--- src/rtl/instr_mem_pkg.sv ---
// Shared types and constants for the instruction memory slice.
// Latency: n/a (declarations only).
// Backpressure: n/a.
package instr_mem_pkg;

  // Width of the reference NOP encoding; users resize it to their DATA_W.
  localparam int NOP_W = 32;
  localparam logic [NOP_W-1:0] NOP = '0;

  typedef enum logic {
    INIT  = 1'b0,
    READY = 1'b1
  } state_t;

  // Widest word the parity helper accepts; narrower words are zero-extended,
  // which leaves the XOR reduction unchanged.
  localparam int PAR_MAX_W = 256;

  function automatic logic calc_parity(input logic [PAR_MAX_W-1:0] d);
    return ^d;
  endfunction

endpackage

--- src/rtl/instr_mem_array.sv ---
// Instruction storage: one synchronous write port, one asynchronous read port.
// Latency: write lands on the rising edge; read is combinational.
// Backpressure: none; the controller decides when to write.
// Ports: we/waddr/wdata write port, raddr/rdata read port.
// Optional (INSTR_MEM_PARITY_EN): wpar_flip inverts the stored parity bit,
// rpar returns the stored parity bit of the addressed word.
module instr_mem_array
  import instr_mem_pkg::*;
#(
  parameter int DATA_W = 32,
  parameter int ADDR_W = 6,
  parameter int DEPTH  = 64
) (
  input  logic              clk,
  input  logic              we,
  input  logic [ADDR_W-1:0] waddr,
  input  logic [DATA_W-1:0] wdata,
  input  logic [ADDR_W-1:0] raddr,
  output logic [DATA_W-1:0] rdata
`ifdef INSTR_MEM_PARITY_EN
  ,
  input  logic              wpar_flip,
  output logic              rpar
`endif
);

  logic [DATA_W-1:0] mem [DEPTH];

  always_ff @(posedge clk) begin
    if (we) mem[waddr] <= wdata;
  end

  // Callers must not use rdata when raddr >= DEPTH.
  assign rdata = mem[raddr];

`ifdef INSTR_MEM_PARITY_EN
  logic par_mem [DEPTH];

  always_ff @(posedge clk) begin
    if (we) par_mem[waddr] <= calc_parity(PAR_MAX_W'(wdata)) ^ wpar_flip;
  end

  assign rpar = par_mem[raddr];
`endif

endmodule

--- src/rtl/instr_mem_ctrl.sv ---
// Writable instruction memory with post-reset NOP clear and a registered fetch port.
// Latency: 1 cycle from fetch accept to rd_valid; init clear takes DEPTH cycles.
// Backpressure: rd_req_ready drops while rd_valid is held by !rd_ready or during init.
// Ports: clk/rst_n (async active-low); init_busy; prog_we/prog_addr/prog_data/prog_err
// program port; rd_req/rd_addr/rd_req_ready request side; rd_valid/rd_ready/rd_data/
// rd_addr_err response side. Macro INSTR_MEM_PARITY_EN adds prog_par_flip and rd_par_err.
module instr_mem_ctrl
  import instr_mem_pkg::*;
#(
  parameter int DATA_W = 32,
  parameter int ADDR_W = 6,
  parameter int DEPTH  = 64
) (
  input  logic              clk,
  input  logic              rst_n,
  output logic              init_busy,
  input  logic              prog_we,
  input  logic [ADDR_W-1:0] prog_addr,
  input  logic [DATA_W-1:0] prog_data,
  output logic              prog_err,
  input  logic              rd_req,
  input  logic [ADDR_W-1:0] rd_addr,
  output logic              rd_req_ready,
  output logic              rd_valid,
  input  logic              rd_ready,
  output logic [DATA_W-1:0] rd_data,
  output logic              rd_addr_err
`ifdef INSTR_MEM_PARITY_EN
  ,
  input  logic              prog_par_flip,
  output logic              rd_par_err
`endif
);

  // One extra bit so DEPTH == 2^ADDR_W is representable.
  localparam logic [ADDR_W:0]   DEPTH_W  = DEPTH[ADDR_W:0];
  localparam logic [ADDR_W:0]   LAST_IDX = DEPTH_W - 1'b1;
  localparam logic [DATA_W-1:0] NOP_WORD = DATA_W'(NOP);

  state_t            state, state_nxt;
  logic [ADDR_W:0]   cnt, cnt_nxt;

  always_ff @(posedge clk or negedge rst_n) begin
    if (!rst_n) begin
      state <= INIT;
      cnt   <= '0;
    end else begin
      state <= state_nxt;
      cnt   <= cnt_nxt;
    end
  end

  always_comb begin
    state_nxt = state;
    cnt_nxt   = cnt;
    case (state)
      INIT: begin
        cnt_nxt = cnt + 1'b1;
        if (cnt == LAST_IDX) state_nxt = READY;
      end
      READY:   ;
      default: state_nxt = INIT;
    endcase
  end

  logic is_init, prog_ok, prog_drop, rd_in_range, accept, bypass;

  assign is_init      = (state == INIT);
  assign init_busy    = is_init;
  assign prog_ok      = prog_we && !is_init && ({1'b0, prog_addr} < DEPTH_W);
  assign prog_drop    = prog_we && !prog_ok;
  assign rd_in_range  = ({1'b0, rd_addr} < DEPTH_W);
  assign rd_req_ready = !is_init && (!rd_valid || rd_ready);
  assign accept       = rd_req && rd_req_ready;
  // Write-first: a fetch on the same edge as a write to its address sees the new data.
  assign bypass       = prog_ok && (prog_addr == rd_addr);

  // The init sequencer owns the write port while clearing.
  logic              mem_we;
  logic [ADDR_W-1:0] mem_waddr;
  logic [DATA_W-1:0] mem_wdata, mem_rdata, fetch_word;

  assign mem_we     = is_init || prog_ok;
  assign mem_waddr  = is_init ? cnt[ADDR_W-1:0] : prog_addr;
  assign mem_wdata  = is_init ? NOP_WORD : prog_data;
  assign fetch_word = bypass ? prog_data : mem_rdata;

`ifdef INSTR_MEM_PARITY_EN
  logic mem_wflip, mem_rpar, fetch_par, fetch_par_err;

  assign mem_wflip     = !is_init && prog_par_flip;
  assign fetch_par     = bypass ? (calc_parity(PAR_MAX_W'(prog_data)) ^ prog_par_flip) : mem_rpar;
  assign fetch_par_err = fetch_par ^ calc_parity(PAR_MAX_W'(fetch_word));
`endif

  instr_mem_array #(
    .DATA_W(DATA_W),
    .ADDR_W(ADDR_W),
    .DEPTH (DEPTH)
  ) u_array (
    .clk      (clk),
    .we       (mem_we),
    .waddr    (mem_waddr),
    .wdata    (mem_wdata),
    .raddr    (rd_addr),
    .rdata    (mem_rdata)
`ifdef INSTR_MEM_PARITY_EN
    ,
    .wpar_flip(mem_wflip),
    .rpar     (mem_rpar)
`endif
  );

  always_ff @(posedge clk or negedge rst_n) begin
    if (!rst_n) begin
      rd_valid    <= 1'b0;
      rd_data     <= '0;
      rd_addr_err <= 1'b0;
      prog_err    <= 1'b0;
    end else begin
      prog_err <= prog_drop;
      if (accept) begin
        rd_valid    <= 1'b1;
        rd_data     <= rd_in_range ? fetch_word : NOP_WORD;
        rd_addr_err <= !rd_in_range;
      end else if (rd_valid && rd_ready) begin
        // Drain: data stays put, only the valid flag drops.
        rd_valid <= 1'b0;
      end
    end
  end

`ifdef INSTR_MEM_PARITY_EN
  always_ff @(posedge clk or negedge rst_n) begin
    if (!rst_n) begin
      rd_par_err <= 1'b0;
    end else if (accept) begin
      rd_par_err <= rd_in_range ? fetch_par_err : 1'b0;
    end
  end
`endif

endmodule
--- config.mk ---
export PLATFORM = sky130hd
export DESIGN_NAME = instr_mem_ctrl
export DESIGN_NICKNAME = d
export VERILOG_FILES = /design/src/rtl/instr_mem_pkg.sv /design/src/rtl/instr_mem_array.sv /design/src/rtl/instr_mem_ctrl.sv
export SDC_FILE = /design/constraint.sdc
export NUM_CORES = 2
export LEC_CHECK = 0
export BUFFER_PORTS_ARGS = -buffer_cell sky130_fd_sc_hd__buf_2
export CORE_MARGIN = 1
export CORE_UTILIZATION = 44
export DETAILED_ROUTE_END_ITERATION = 10
export GPL_TIMING_DRIVEN = 0
export PLACE_DENSITY_LB_ADDON = 0.2
export SYNTH_ARGS = -nofsm -noshare
export SYNTH_HDL_FRONTEND = slang
export SYNTH_SLANG_ARGS = --single-unit
--- constraint.sdc ---
create_clock -name clk -period 3.2 [get_ports clk]
set_input_delay 0.64 -clock clk [delete_from_list [all_inputs] [get_ports clk]]
set_output_delay 0.64 -clock clk [all_outputs]
set_load 0.03 [all_outputs]
==> results.md <==
- Status: finished with violations
- Failing checks: negative setup slack
- Fillers: 13.7k
- Most frequent CP cell: buf_2
- #FFs+latches synth: between 2k and 2.5k
- Final hold viol count: 0
- Worst-margin pin slew: 1.23 ns
- Slowest stage delay, CP: 0.58 ns
- Die extent in x: 427 um
- Initial antenna violation count: 12
- Endpoint class of the critical path: flip-flop
- Routed vias: 41.1k
- Vias in the first global route: 40.8k
- Mapped Area: roughly 0.08 sq mm
- Crit-path cells: buf_2 -> buf_2 -> clkbuf_2 -> buf_2 -> clkdlybuf4s15_2 -> nand2_1 -> o211ai_1 -> nand4_1 -> o2111ai_1 -> nand3_1
- Family with the most delay on the worst path: buffers and inverters
- Asr flop ratio synth: under 10%
- First-pass GRT wire length: 325 mm
- Largest net degree at the start of global routing: 66
- Slew margin rel.: between 10% and 20%
- Core ar.: 0.179 sq mm
- Tot GR Track Use: 26.1%
- Hold path start: prog_we
- Leak: 24.9 nW
- Ys flop type: edfxtp_1
- Final critical-path share of the clock period: 103%
- Final cell count without fillers: 6631
- Slew Viols, Final: 0
- Number of detailed-route iterations in the first pass: 6
- Worst Path Arrival: between 4 and 5 ns
- WP buf/inv: 5
- Clk network pwr share: between 40% and 50%
- Drt initial violations: 5602
- Sw frac: a little over a fifth
- Setup ws final: -0.102 ns
- WL/cell: 35.6 um
- Pwr/cell area: 586 mW/mm^2
- NetSw: 11.7 mW
- Final WL: about 240 mm
- Critical path launch point type: input pin
- Max Buffers Root-to-Sink: 3
- Dpl cells: 6105
- Share of cells above drive strength 1: between 30% and 40%
- Sequential fraction of design power: between 50% and 60%
- Clock tree sinks: ~2.1k
- Clk_skew: 0.0244 ns
- Final ANT Viol Nets: 0
- Via/cell ratio: 6.20
- Synthesis warning total: 0
- Critical path's slowest cell: clkdlybuf4s15_2
- Initial Util: 44.5%
- Multi-input logic area: ~0.017 sq mm
- Hold EP: prog_err$_DFF_PN0_
- Total power: between 50 and 60 mW
- TNS Setup: -1.17 ns
- Post-synth net total: between 3k and 4k
- Worst r2r src: state$_DFF_PN0_
- Worst min-delay path category: in -> reg
- FMAX: 0.303 GHz
- Htree depth: 4
- Clock-pin slew on the worst setup and hold paths: about 0.060 ns
- Max VDD drop: 0.000481 V
- Num ports: 86
- Row count: 155
- MaxCap Viol Count: 0
- Unrepaired setup endpoints after global routing: true
- Nets: 4149
- Total area of sequential cells: 0.0626 sq mm
- Post-synthesis cell count: 3581
- Crit Path Category: in -> reg
- Die area: 0.183 sq mm
- Num CTS Buffers: 209
- Combinational Power Share: under 10%
- Register area share after synthesis: 78.6%
- DPL Wire Length: 151 mm
- Number of synthesized flops with an enable pin: 2048
- Grt total ovfl: 0
- Cell variety after synth: 46
- # DRC: 0
- Fin util: 52.5%
- Fin area: 0.0940 sq mm
- Worst path required time: slightly below 4 ns
- Final setup violation count: 80
- Cells on worst reg2reg path: 8
- RR Endpoint: u_array.mem[11][22]$_DFFE_PP_
- Die Y: 427 um
- CTS tree: yes
- Placed inst area: 0.0853 sq mm
- Number of port buffers: 80
- Average size of a mapped cell: 22.2 sq um
- Placer's final routability congestion estimate: 0.908
- Root Driver: clkbuf_16
- Crit-path max FO: 10
- R2R setup slack: -0.02 ns
- Syn-to-layout area delta: 18.1%
- Hold Crit Depth: 2
- Clk_lat worst skew: approximately 0.84 ns
- P_int: 43.4 mW
- Minimum clock period: approximately 3.3 ns
[cells by family after synthesis]
family	share of synthesized area, %
flops	78.6
mux	14.9
compound gates	3.54
simple gates	1.69
buf+inv	1.16
xor+xnor	0.121
fa+ha+maj	0.0157
other cells	0.00471
[cell type report]
type / instances / share of cell area (%)
sequential: 2090 / 66.5
multi-input combinational: 1278 / 18.1
clock buffer: 253 / 5.80
timing repair buffer: 307 / 4.00
tap: 2355 / 3.13
clock inverter: 129 / 1.20
buffer: 211 / 1.19
antenna: 6 / 0.0160
inverter: 2 / 0.00799
[cells in the mapped netlist (2+ instances only)]
library cell | number | share of area [%]
a2111oi_0 | 6 | 0.066
a21oi_1 | 165 | 1.0
a22oi_1 | 230 | 2.2
a31oi_1 | 6 | 0.047
and2_1 | 35 | 0.28
buf_1 | 22 | 0.10
buf_2 | 63 | 0.40
buf_4 | 9 | 0.085
clkbuf_1 | 116 | 0.55
dfrtp_1 | 42 | 1.3
edfxtp_1 | 2048 | 77
inv_1 | 2 | 0.0094
mux2_2 | 4 | 0.057
mux2i_1 | 46 | 0.58
mux2i_2 | 2 | 0.035
mux4_2 | 502 | 14
nand2_1 | 32 | 0.15
nand2b_1 | 7 | 0.055
nand3_1 | 19 | 0.12
nand3b_1 | 5 | 0.047
nand4_1 | 4 | 0.031
nor2_1 | 131 | 0.62
nor2b_1 | 15 | 0.12
nor4_1 | 27 | 0.21
o2111ai_1 | 4 | 0.044
o211ai_1 | 6 | 0.057
o21ai_0 | 4 | 0.025
o22ai_1 | 2 | 0.016
xnor2_1 | 7 | 0.077
xor2_1 | 4 | 0.044
[power groups by stage]
stage / sequential (mW) / combinational, mW / clock (mW)
after CTS: 29.6 / 1.82 / 24.0
after detailed placement: 30.2 / 1.76 / 0
after global routing: 29.6 / 1.89 / 25.0
after floorplan: 30.2 / 0.926 / 0
final: 29.6 / 1.83 / 23.7
after global placement: 30.2 / 1.76 / 0
[how the worst max path moves through the flow]
stage                               start                            to  cells after the start  slack (ns)
final                          rd_addr[3]       rd_data[14]$_DFFE_PN0P_                     10       -0.10
after global routing           rd_addr[3]       rd_data[28]$_DFFE_PN0P_                     11       -0.04
after CTS                      rd_addr[3]        rd_data[3]$_DFFE_PN0P_                     11       -0.03
after detailed placement       rd_addr[0]        rd_data[2]$_DFFE_PN0P_                     11       -2.36
after global placement    state$_DFF_PN0_  u_array.mem[41][8]$_DFFE_PP_                      6       -3.19
after floorplan           state$_DFF_PN0_  u_array.mem[10][0]$_DFFE_PP_                      7       -0.11
[cell usage in the layout (no fill, tap or decap), types with 5 or more instances in the layout]
| cell type | instances |
|---|---|
| a2111oi_0 | 6 |
| a21oi_1 | 126 |
| a21oi_2 | 36 |
| a22oi_1 | 204 |
| a22oi_2 | 26 |
| a31oi_1 | 6 |
| and2_2 | 16 |
| and2_4 | 16 |
| buf_1 | 6 |
| buf_12 | 119 |
| buf_16 | 8 |
| buf_2 | 129 |
| buf_4 | 126 |
| bufinv_16 | 14 |
| clkbuf_1 | 100 |
| clkbuf_16 | 210 |
| clkbuf_2 | 44 |
| clkbuf_4 | 18 |
| clkbuf_8 | 5 |
| clkinv_1 | 56 |
| clkinv_2 | 37 |
| clkinvlp_4 | 5 |
| dfrtp_1 | 42 |
| diode_2 | 6 |
| edfxtp_1 | 2048 |
| inv_6 | 5 |
| mux2i_1 | 44 |
| mux4_2 | 502 |
| nand2_1 | 28 |
| nand2b_1 | 7 |
| nand3_1 | 18 |
| nand3b_1 | 5 |
| nor2_1 | 67 |
| nor2_4 | 64 |
| nor2b_1 | 14 |
| nor4_1 | 23 |
| o211ai_1 | 6 |
| xnor2_1 | 7 |
[timing repair]
action / CTS / global route
endpoints found under the hold margin: 5 / 0
pin swaps: 59 / 6
resized for setup: 163 / 62
setup endpoints to repair: 1895 / 857
hold buffers: 1 / 0
cloned: 0 / 0
buffers inserted: 128 / 9
[sequential cells by signal, summed over array words and instances, names as in the netlist]
| register | count |
|---|---|
| cnt | 7 |
| prog_err | 1 |
| rd_valid | 1 |
| state | 1 |
| u_array.mem | 2048 |
| rd_data | 32 |
[metrics by stage]
stage                     hold WS, ns  setup WS [ns]
after floorplan                 0.344         -0.112
after global placement          0.450          -3.19
final                          0.0521         -0.102
after detailed placement        0.453          -2.36
after global routing           0.0425        -0.0395
after CTS                     0.00876        -0.0336
[per-layer routing]
metal / global-route usage [%] / wire length, um / share of wire [%]
met2: 42.4 / 116000 / 49
met3: 5.16 / 20100 / 8.5
met1: 35.0 / 91000 / 39
met4: 9.74 / 9360 / 4.0
met5: 0 / 13 / 0.0055
No activity file was read; power rests on OpenSTA's default activity.
